[config.mk]
export PLATFORM = sky130hd
export DESIGN_NAME = flood_fill_engine
export DESIGN_NICKNAME = d
export VERILOG_FILES = /design/src/rtl/flood_fill_engine.sv
export SDC_FILE = /design/constraint.sdc
export NUM_CORES = 2
export LEC_CHECK = 0
export BUFFER_PORTS_ARGS = -buffer_cell sky130_fd_sc_hd__buf_2
export CAP_MARGIN = 20
export CORE_MARGIN = 2
export CORE_UTILIZATION = 59
export CTS_BUF_LIST = sky130_fd_sc_hd__clkbuf_16
export CTS_CLUSTER_SIZE = 14
export DETAILED_ROUTE_END_ITERATION = 16
export PLACE_DENSITY = 0.78
export SLEW_MARGIN = 0
export SYNTH_ARGS = -nofsm -noshare
export SYNTH_HDL_FRONTEND = slang
export SYNTH_SLANG_ARGS = --single-unit
[constraint.sdc]
create_clock -name clock -period 7.3 [get_ports clock]
set_clock_uncertainty 0.1 [all_clocks]
set_input_delay 0 -clock clock [delete_from_list [all_inputs] [get_ports clock]]
set_output_delay 0 -clock clock [all_outputs]
set_load 0.005 [all_outputs]
[src/rtl/flood_fill_engine.sv]
// rtl/flood_fill_engine.sv - Flood-It board update sequencer with flood mask and shared RAM port
//
// Purpose:
//   Owns the flood mask (cells connected to (0,0)). A move repaints the
//   flooded region in a new colour and grows the region by repeated row-major
//   sweeps until a sweep adds no cell. Board RAM is shared through req/gnt.
//
// Ports:
//   clock, reset_n          system clock, asynchronous active-low reset
//   start, new_size         new game pulse and requested board edge
//   move, move_color        player move pulse and chosen colour
//   size                    active (clamped) board edge
//   busy, done, win         sweeping flag, convergence pulse, full-board flag
//   moves, flood_color      accepted move count (saturating), region colour
//   mem_req, mem_gnt        board RAM request / arbiter grant
//   mem_en, mem_we          access strobe (only with grant), write select
//   mem_row, mem_col        cell address
//   mem_wdata, mem_rdata    write colour, read colour (one cycle after read)

module flood_fill_engine #(
  parameter int MAX_DIM = 26,
  parameter int CW      = 3,
  parameter int DW      = 5
) (
  input  logic          clock,
  input  logic          reset_n,
  input  logic          start,
  input  logic [DW-1:0] new_size,
  input  logic          move,
  input  logic [CW-1:0] move_color,
  output logic [DW-1:0] size,
  output logic          busy,
  output logic          done,
  output logic          win,
  output logic [7:0]    moves,
  output logic [CW-1:0] flood_color,
  output logic          mem_req,
  input  logic          mem_gnt,
  output logic          mem_en,
  output logic          mem_we,
  output logic [DW-1:0] mem_row,
  output logic [DW-1:0] mem_col,
  output logic [CW-1:0] mem_wdata,
  input  logic [CW-1:0] mem_rdata
);

  localparam int CELLS = MAX_DIM * MAX_DIM;
  localparam int IW    = $clog2(CELLS);
  localparam int CNT_W = $clog2(CELLS + 1);

  // The "next cell" step is folded into WT/WR so a cell costs two cycles
  // (read, evaluate) plus one when it needs repainting.
  typedef enum logic [2:0] {
    S_IDLE, S_INIT_RD, S_INIT_WT, S_RD, S_WT, S_WR, S_FIN
  } state_t;

  state_t state, state_next;

  logic [CELLS-1:0] mask;
  logic [CNT_W-1:0] mask_cnt;
  logic [DW-1:0]    row, col;
  logic             changed;

  logic [DW-1:0]    last;
  logic [IW-1:0]    cur_idx;
  logic [CNT_W-1:0] area;
  logic             nb;
  logic             adv;
  logic             set_bit;
  logic             sweep_end;

  function automatic logic [DW-1:0] clamp_size(input logic [DW-1:0] s);
    if (s < DW'(2))       return DW'(2);
    if (s > DW'(MAX_DIM)) return DW'(MAX_DIM);
    return s;
  endfunction

  assign last      = size - DW'(1);
  assign cur_idx   = IW'(row) * IW'(MAX_DIM) + IW'(col);
  assign area      = CNT_W'(size) * CNT_W'(size);
  assign sweep_end = (row == last) && (col == last);

  // Mask bits already set earlier in this sweep are visible here, so a
  // region can grow along rows/downwards within a single sweep.
  assign nb = ((row != '0)   && mask[cur_idx - IW'(MAX_DIM)]) ||
              ((row != last) && mask[cur_idx + IW'(MAX_DIM)]) ||
              ((col != '0)   && mask[cur_idx - IW'(1)])       ||
              ((col != last) && mask[cur_idx + IW'(1)]);

  assign mem_req   = busy;
  assign mem_en    = mem_gnt && (state == S_INIT_RD || state == S_RD || state == S_WR);
  assign mem_we    = (state == S_WR);
  assign mem_row   = row;
  assign mem_col   = col;
  assign mem_wdata = flood_color;

  always_ff @(posedge clock or negedge reset_n) begin
    if (!reset_n) state <= S_IDLE;
    else          state <= state_next;
  end

  always_comb begin
    state_next = state;
    adv        = 1'b0;
    set_bit    = 1'b0;
    case (state)
      S_IDLE:    if (move && (move_color != flood_color)) state_next = S_RD;
      S_INIT_RD: if (mem_gnt) state_next = S_INIT_WT;
      S_INIT_WT: state_next = S_RD;
      S_RD:      if (mem_gnt) state_next = S_WT;
      S_WT: begin
        if (mask[cur_idx] && (mem_rdata != flood_color)) begin
          state_next = S_WR;
        end else begin
          set_bit = !mask[cur_idx] && (mem_rdata == flood_color) && nb;
          adv     = 1'b1;
        end
      end
      S_WR:      if (mem_gnt) adv = 1'b1;
      S_FIN:     state_next = S_IDLE;
      default:   state_next = S_IDLE;
    endcase
    // A cell added on the very last position still forces another sweep.
    if (adv) state_next = (sweep_end && !(changed || set_bit)) ? S_FIN : S_RD;
    if (start) state_next = S_INIT_RD;
  end

  always_ff @(posedge clock or negedge reset_n) begin
    if (!reset_n) begin
      mask        <= '0;
      mask_cnt    <= '0;
      moves       <= '0;
      busy        <= 1'b0;
      done        <= 1'b0;
      win         <= 1'b0;
      size        <= DW'(MAX_DIM);
      flood_color <= '0;
      row         <= '0;
      col         <= '0;
      changed     <= 1'b0;
    end else begin
      done <= 1'b0;
      if (start) begin
        mask     <= CELLS'(1);
        mask_cnt <= CNT_W'(1);
        moves    <= '0;
        win      <= 1'b0;
        size     <= clamp_size(new_size);
        row      <= '0;
        col      <= '0;
        changed  <= 1'b0;
        busy     <= 1'b1;
      end else begin
        case (state)
          S_IDLE: begin
            if (move && (move_color != flood_color)) begin
              flood_color <= move_color;
              if (moves != 8'hFF) moves <= moves + 8'd1;
              row     <= '0;
              col     <= '0;
              changed <= 1'b0;
              busy    <= 1'b1;
            end
          end
          S_INIT_WT: begin
            flood_color <= mem_rdata;
            changed     <= 1'b0;
          end
          S_FIN: begin
            busy <= 1'b0;
            done <= 1'b1;
            win  <= (mask_cnt == area);
          end
          default: ;
        endcase
        if (set_bit) begin
          mask[cur_idx] <= 1'b1;
          mask_cnt      <= mask_cnt + CNT_W'(1);
          changed       <= 1'b1;
        end
        if (adv) begin
          if (col == last) begin
            col <= '0;
            if (row == last) begin
              row     <= '0;
              changed <= 1'b0;
            end else begin
              row <= row + DW'(1);
            end
          end else begin
            col <= col + DW'(1);
          end
        end
      end
    end
  end

endmodule

==> flow_summary.toml <==
[global_routing]
grt_max_degree = 218
grt_pass1_vias = 42600
grtUsageTotal_pct = 45.1
grt_pass1_wl_mm = 297
grt_overflow = 0
antenna_found_initial = 24

[sta]
hold_viol = 0
finalSetupViolCount = 0
drv_slew = 0
whs_ns = 0.0747
fin_crit_sh_pct = 99.6
tightest_slew_ns = 1.31
slew_headroom_pct = 12.2
max_freq_ghz = 0.138
rsz0062_at_grt = "no"
tns_ns = 0
min_period_ns = 7.27
layout_setup_ws_ns = 0.0310

[logic_synthesis]
synth.area.top_cells = "dfrtp_1 (34%), mux4_2 (28%), o2bb2ai_1 (11%), mux2i_1 (6.5%), nand2_1 (1.7%)"
synth.cell_area_um2 = 52400
synth_nets = 4158
yosys-top-cells-count = "dfrtp_1 (716), o2bb2ai_1 (667), mux4_2 (660)"
synth.most_common_cell = "dfrtp_1"
syn_area_per_cell_um2 = 12.8
synth_top_cell_area_share_pct = 34.2
yosysTopAreaCell = "dfrtp_1"
seq_area_frac_synth_pct = 34.4
ys_async_sr_fraction_pct = 100
synth-edff-count = 0
yosys_warnings = 0
syn_inst = 4092
synth_cell_types = 81
ys.flop_type = "dfrtp_1"
synth_seq_cells = 719

[cts]
insertion_delay_ns = 0.70
clock_path_buffers = 3
clock-sinks = 719
cts_inserted_buffers = 81
clk_pin_slew_ns = 0.06
tritoncts = "built"
htree_levels = 3
cts_root_buf = "clkbuf_16"

[pwr]
p_switching_mw = 2.27
powerDensity_nw_per_um2 = 156
seq_power_share_pct = 45.1
intPower_mw = 6.67
pwr-share-comb_pct = 7.6
power.leakage_nw = 21.6
irDropWorstVdd_v = 0.000205
clockPowerShare_pct = 47.3
switching_share_pct = 25.3

[setup_path]
path_class = "reg2reg"
crit_arrival_ns = 7.73
crit_path_start_kind = "register"
worstPathMaxFanout = 10
required_ns = 7.76
end_kind = "register"

[route]
drc = 0
wl_met3_mm = 31.3
routed-via-count = 43800
drt_iter0_drc = 7447
post_drt_via_cell_ratio = 8.29
drt_wl_total_mm = 201
wl_per_cell_um = 38.1
ant_nets = 0
dr.pass1.iters = 9
top_layer = "met5"
met2WireLength_mm = 83.3
wl_met1_mm = 68.9

[cells_and_area]
nNetsFinal = 4099
fillers = 6316
drive_gt1_share_pct = 29.1
final-seq-area_um2 = 18000
multiInputGateArea_um2 = 32400
syn2layout_area_growth_pct = 9.68

[die]
boundaryPins = 51
die-area_um2 = 91200
die_h_um = 302
die_x_um = 302
num_rows = 109
start_util_pct = 59.4
core_um2 = 88200

[run]
cap_violations = 0

[placed_design]
portBuffers = 50
place_ws_ns = 0.236
hpwl_mm = 136
gp_congestion = 1.09

[min_path]
hp-class = "in2reg"

[run_status]
outcome = "completed"
==> power by group through the flow <==
stage | Sequential (mW) | Combinational, mW | Clock [mW]
final | 4.03 | 0.678 | 4.23
after global routing | 4.03 | 0.726 | 4.39
after CTS | 4.03 | 0.664 | 4.22
after detailed placement | 4.10 | 0.638 | 0
after global placement | 4.10 | 0.627 | 0
after floorplan | 4.09 | 0.413 | 0
==> flip-flops by register name, indices dropped and copies added, names as in the netlist, 3 cells and up <==
register,flops
size,5
flood_color,3
mem_col,5
moves,8
state,3
mask_cnt,10
mask,676
mem_row,5
==> worst max-delay path: stages, from the launching register on <==
cell and delay (ns):
dfrtp_1 0.52, ha_1 0.30, ha_1 0.62, xor2_4 0.25
xnor2_2 1.01, nor2_1 0.50, buf_4 0.35, a22o_1 0.24
o21ai_0 0.74, a311oi_1 0.22, a222oi_1 0.38, o32ai_1 0.15
buf_4 0.15, nor4b_1 0.87, buf_4 0.30, or4_1 0.13
mux2_1 0.31
==> cell families after synthesis <==
group | count (synthesis) | share of synthesized area, %
AND/OR/NAND/NOR | 686 | 6.26
flip-flops | 719 | 34.4
AO/OA/AOI/OAI | 982 | 15.5
adder cells (fa/ha/maj) | 50 | 1.27
multiplexers | 1074 | 36.5
XOR/XNOR | 93 | 1.88
buffers and inverters | 488 | 4.28
==> cell type report <==
cell class                      count  area share (%)
Clock inverter                     67            1.08
Clock buffer                       82            3.57
Antenna cell                       14          0.0610
Tap cell                         1165            2.54
Inverter                           43           0.307
Sequential cell                   719            31.3
Timing Repair Buffer              303            4.76
Multi-Input combinational cell   2885            56.3
==> cells in the final DEF (no fill, tap or decap), drive strengths merged, types with 10 or more instances in the layout <==
cell / count
nor3: 48
nor4: 14
a31oi: 15
o22ai: 25
diode: 14
o21ai: 35
mux2: 74
nand2: 236
o2bb2ai: 667
nor2b: 21
nand4: 31
a21oi: 55
dlygate4sd3: 24
ha: 45
a211oi: 31
and2: 17
a221oi: 28
xnor2: 61
mux2i: 340
nor2: 111
o211ai: 16
mux4: 660
bufinv: 11
inv: 56
nand3: 132
clkbuf: 82
a2111oi: 13
dfrtp: 716
clkinv: 37
and3: 24
xor2: 21
a32oi: 10
buf: 279
==> final timing paths <==
check	from	end	slack, ns	cells after the start
max	mem_row[2]$_DFF_PN0_	mask_cnt[5]$_DFFE_PN0P_	0.03	16
min	new_size[4]	size[4]$_DFFE_PN1P_	0.07	3
max reg2reg	mem_row[2]$_DFF_PN0_	mask_cnt[5]$_DFFE_PN0P_	0.03	16
min reg2reg	mask[478]$_DFFE_PN0P_	mask[478]$_DFFE_PN0P_	0.42	1
max in group asynchronous	reset_n	mask[206]$_DFFE_PN0P_	5.08	5
min in group asynchronous	reset_n	size[4]$_DFFE_PN1P_	0.37	3
==> stage by stage <==
| step | power [mW] | cells | utilization, % | instance area, µm² |
|---|---|---|---|---|
| after floorplan | 4.51 | 4092 | - | 52400 |
| after global placement | 4.73 | 5085 | 61.7 | 54400 |
| after detailed placement | 4.74 | 5087 | 61.7 | 54400 |
| after CTS | 8.91 | 5261 | 65.0 | 57400 |
| after global routing | 9.14 | 5264 | 65.1 | 57400 |
| final | 8.94 | 5278 | 65.1 | 57500 |
==> per-layer routing <==
layer | track usage (%) | up-vias
met5 | 0.932 | -
met4 | 30.5 | 28
met3 | 20.3 | 1064
met2 | 61.4 | 3922
met1 | 57.8 | 22000
li1 | - | 16700
==> timing repair <==
| action | 4_1_cts | 5_1_grt |
|---|---|---|
| resized for setup | 0 | 8 |
| hold endpoints to repair | 494 | 0 |
| buffers inserted | 0 | 3 |
| endpoints found under the setup margin | 0 | 545 |
| hold buffers | 25 | 0 |
Power figures use the tool's default switching activity.
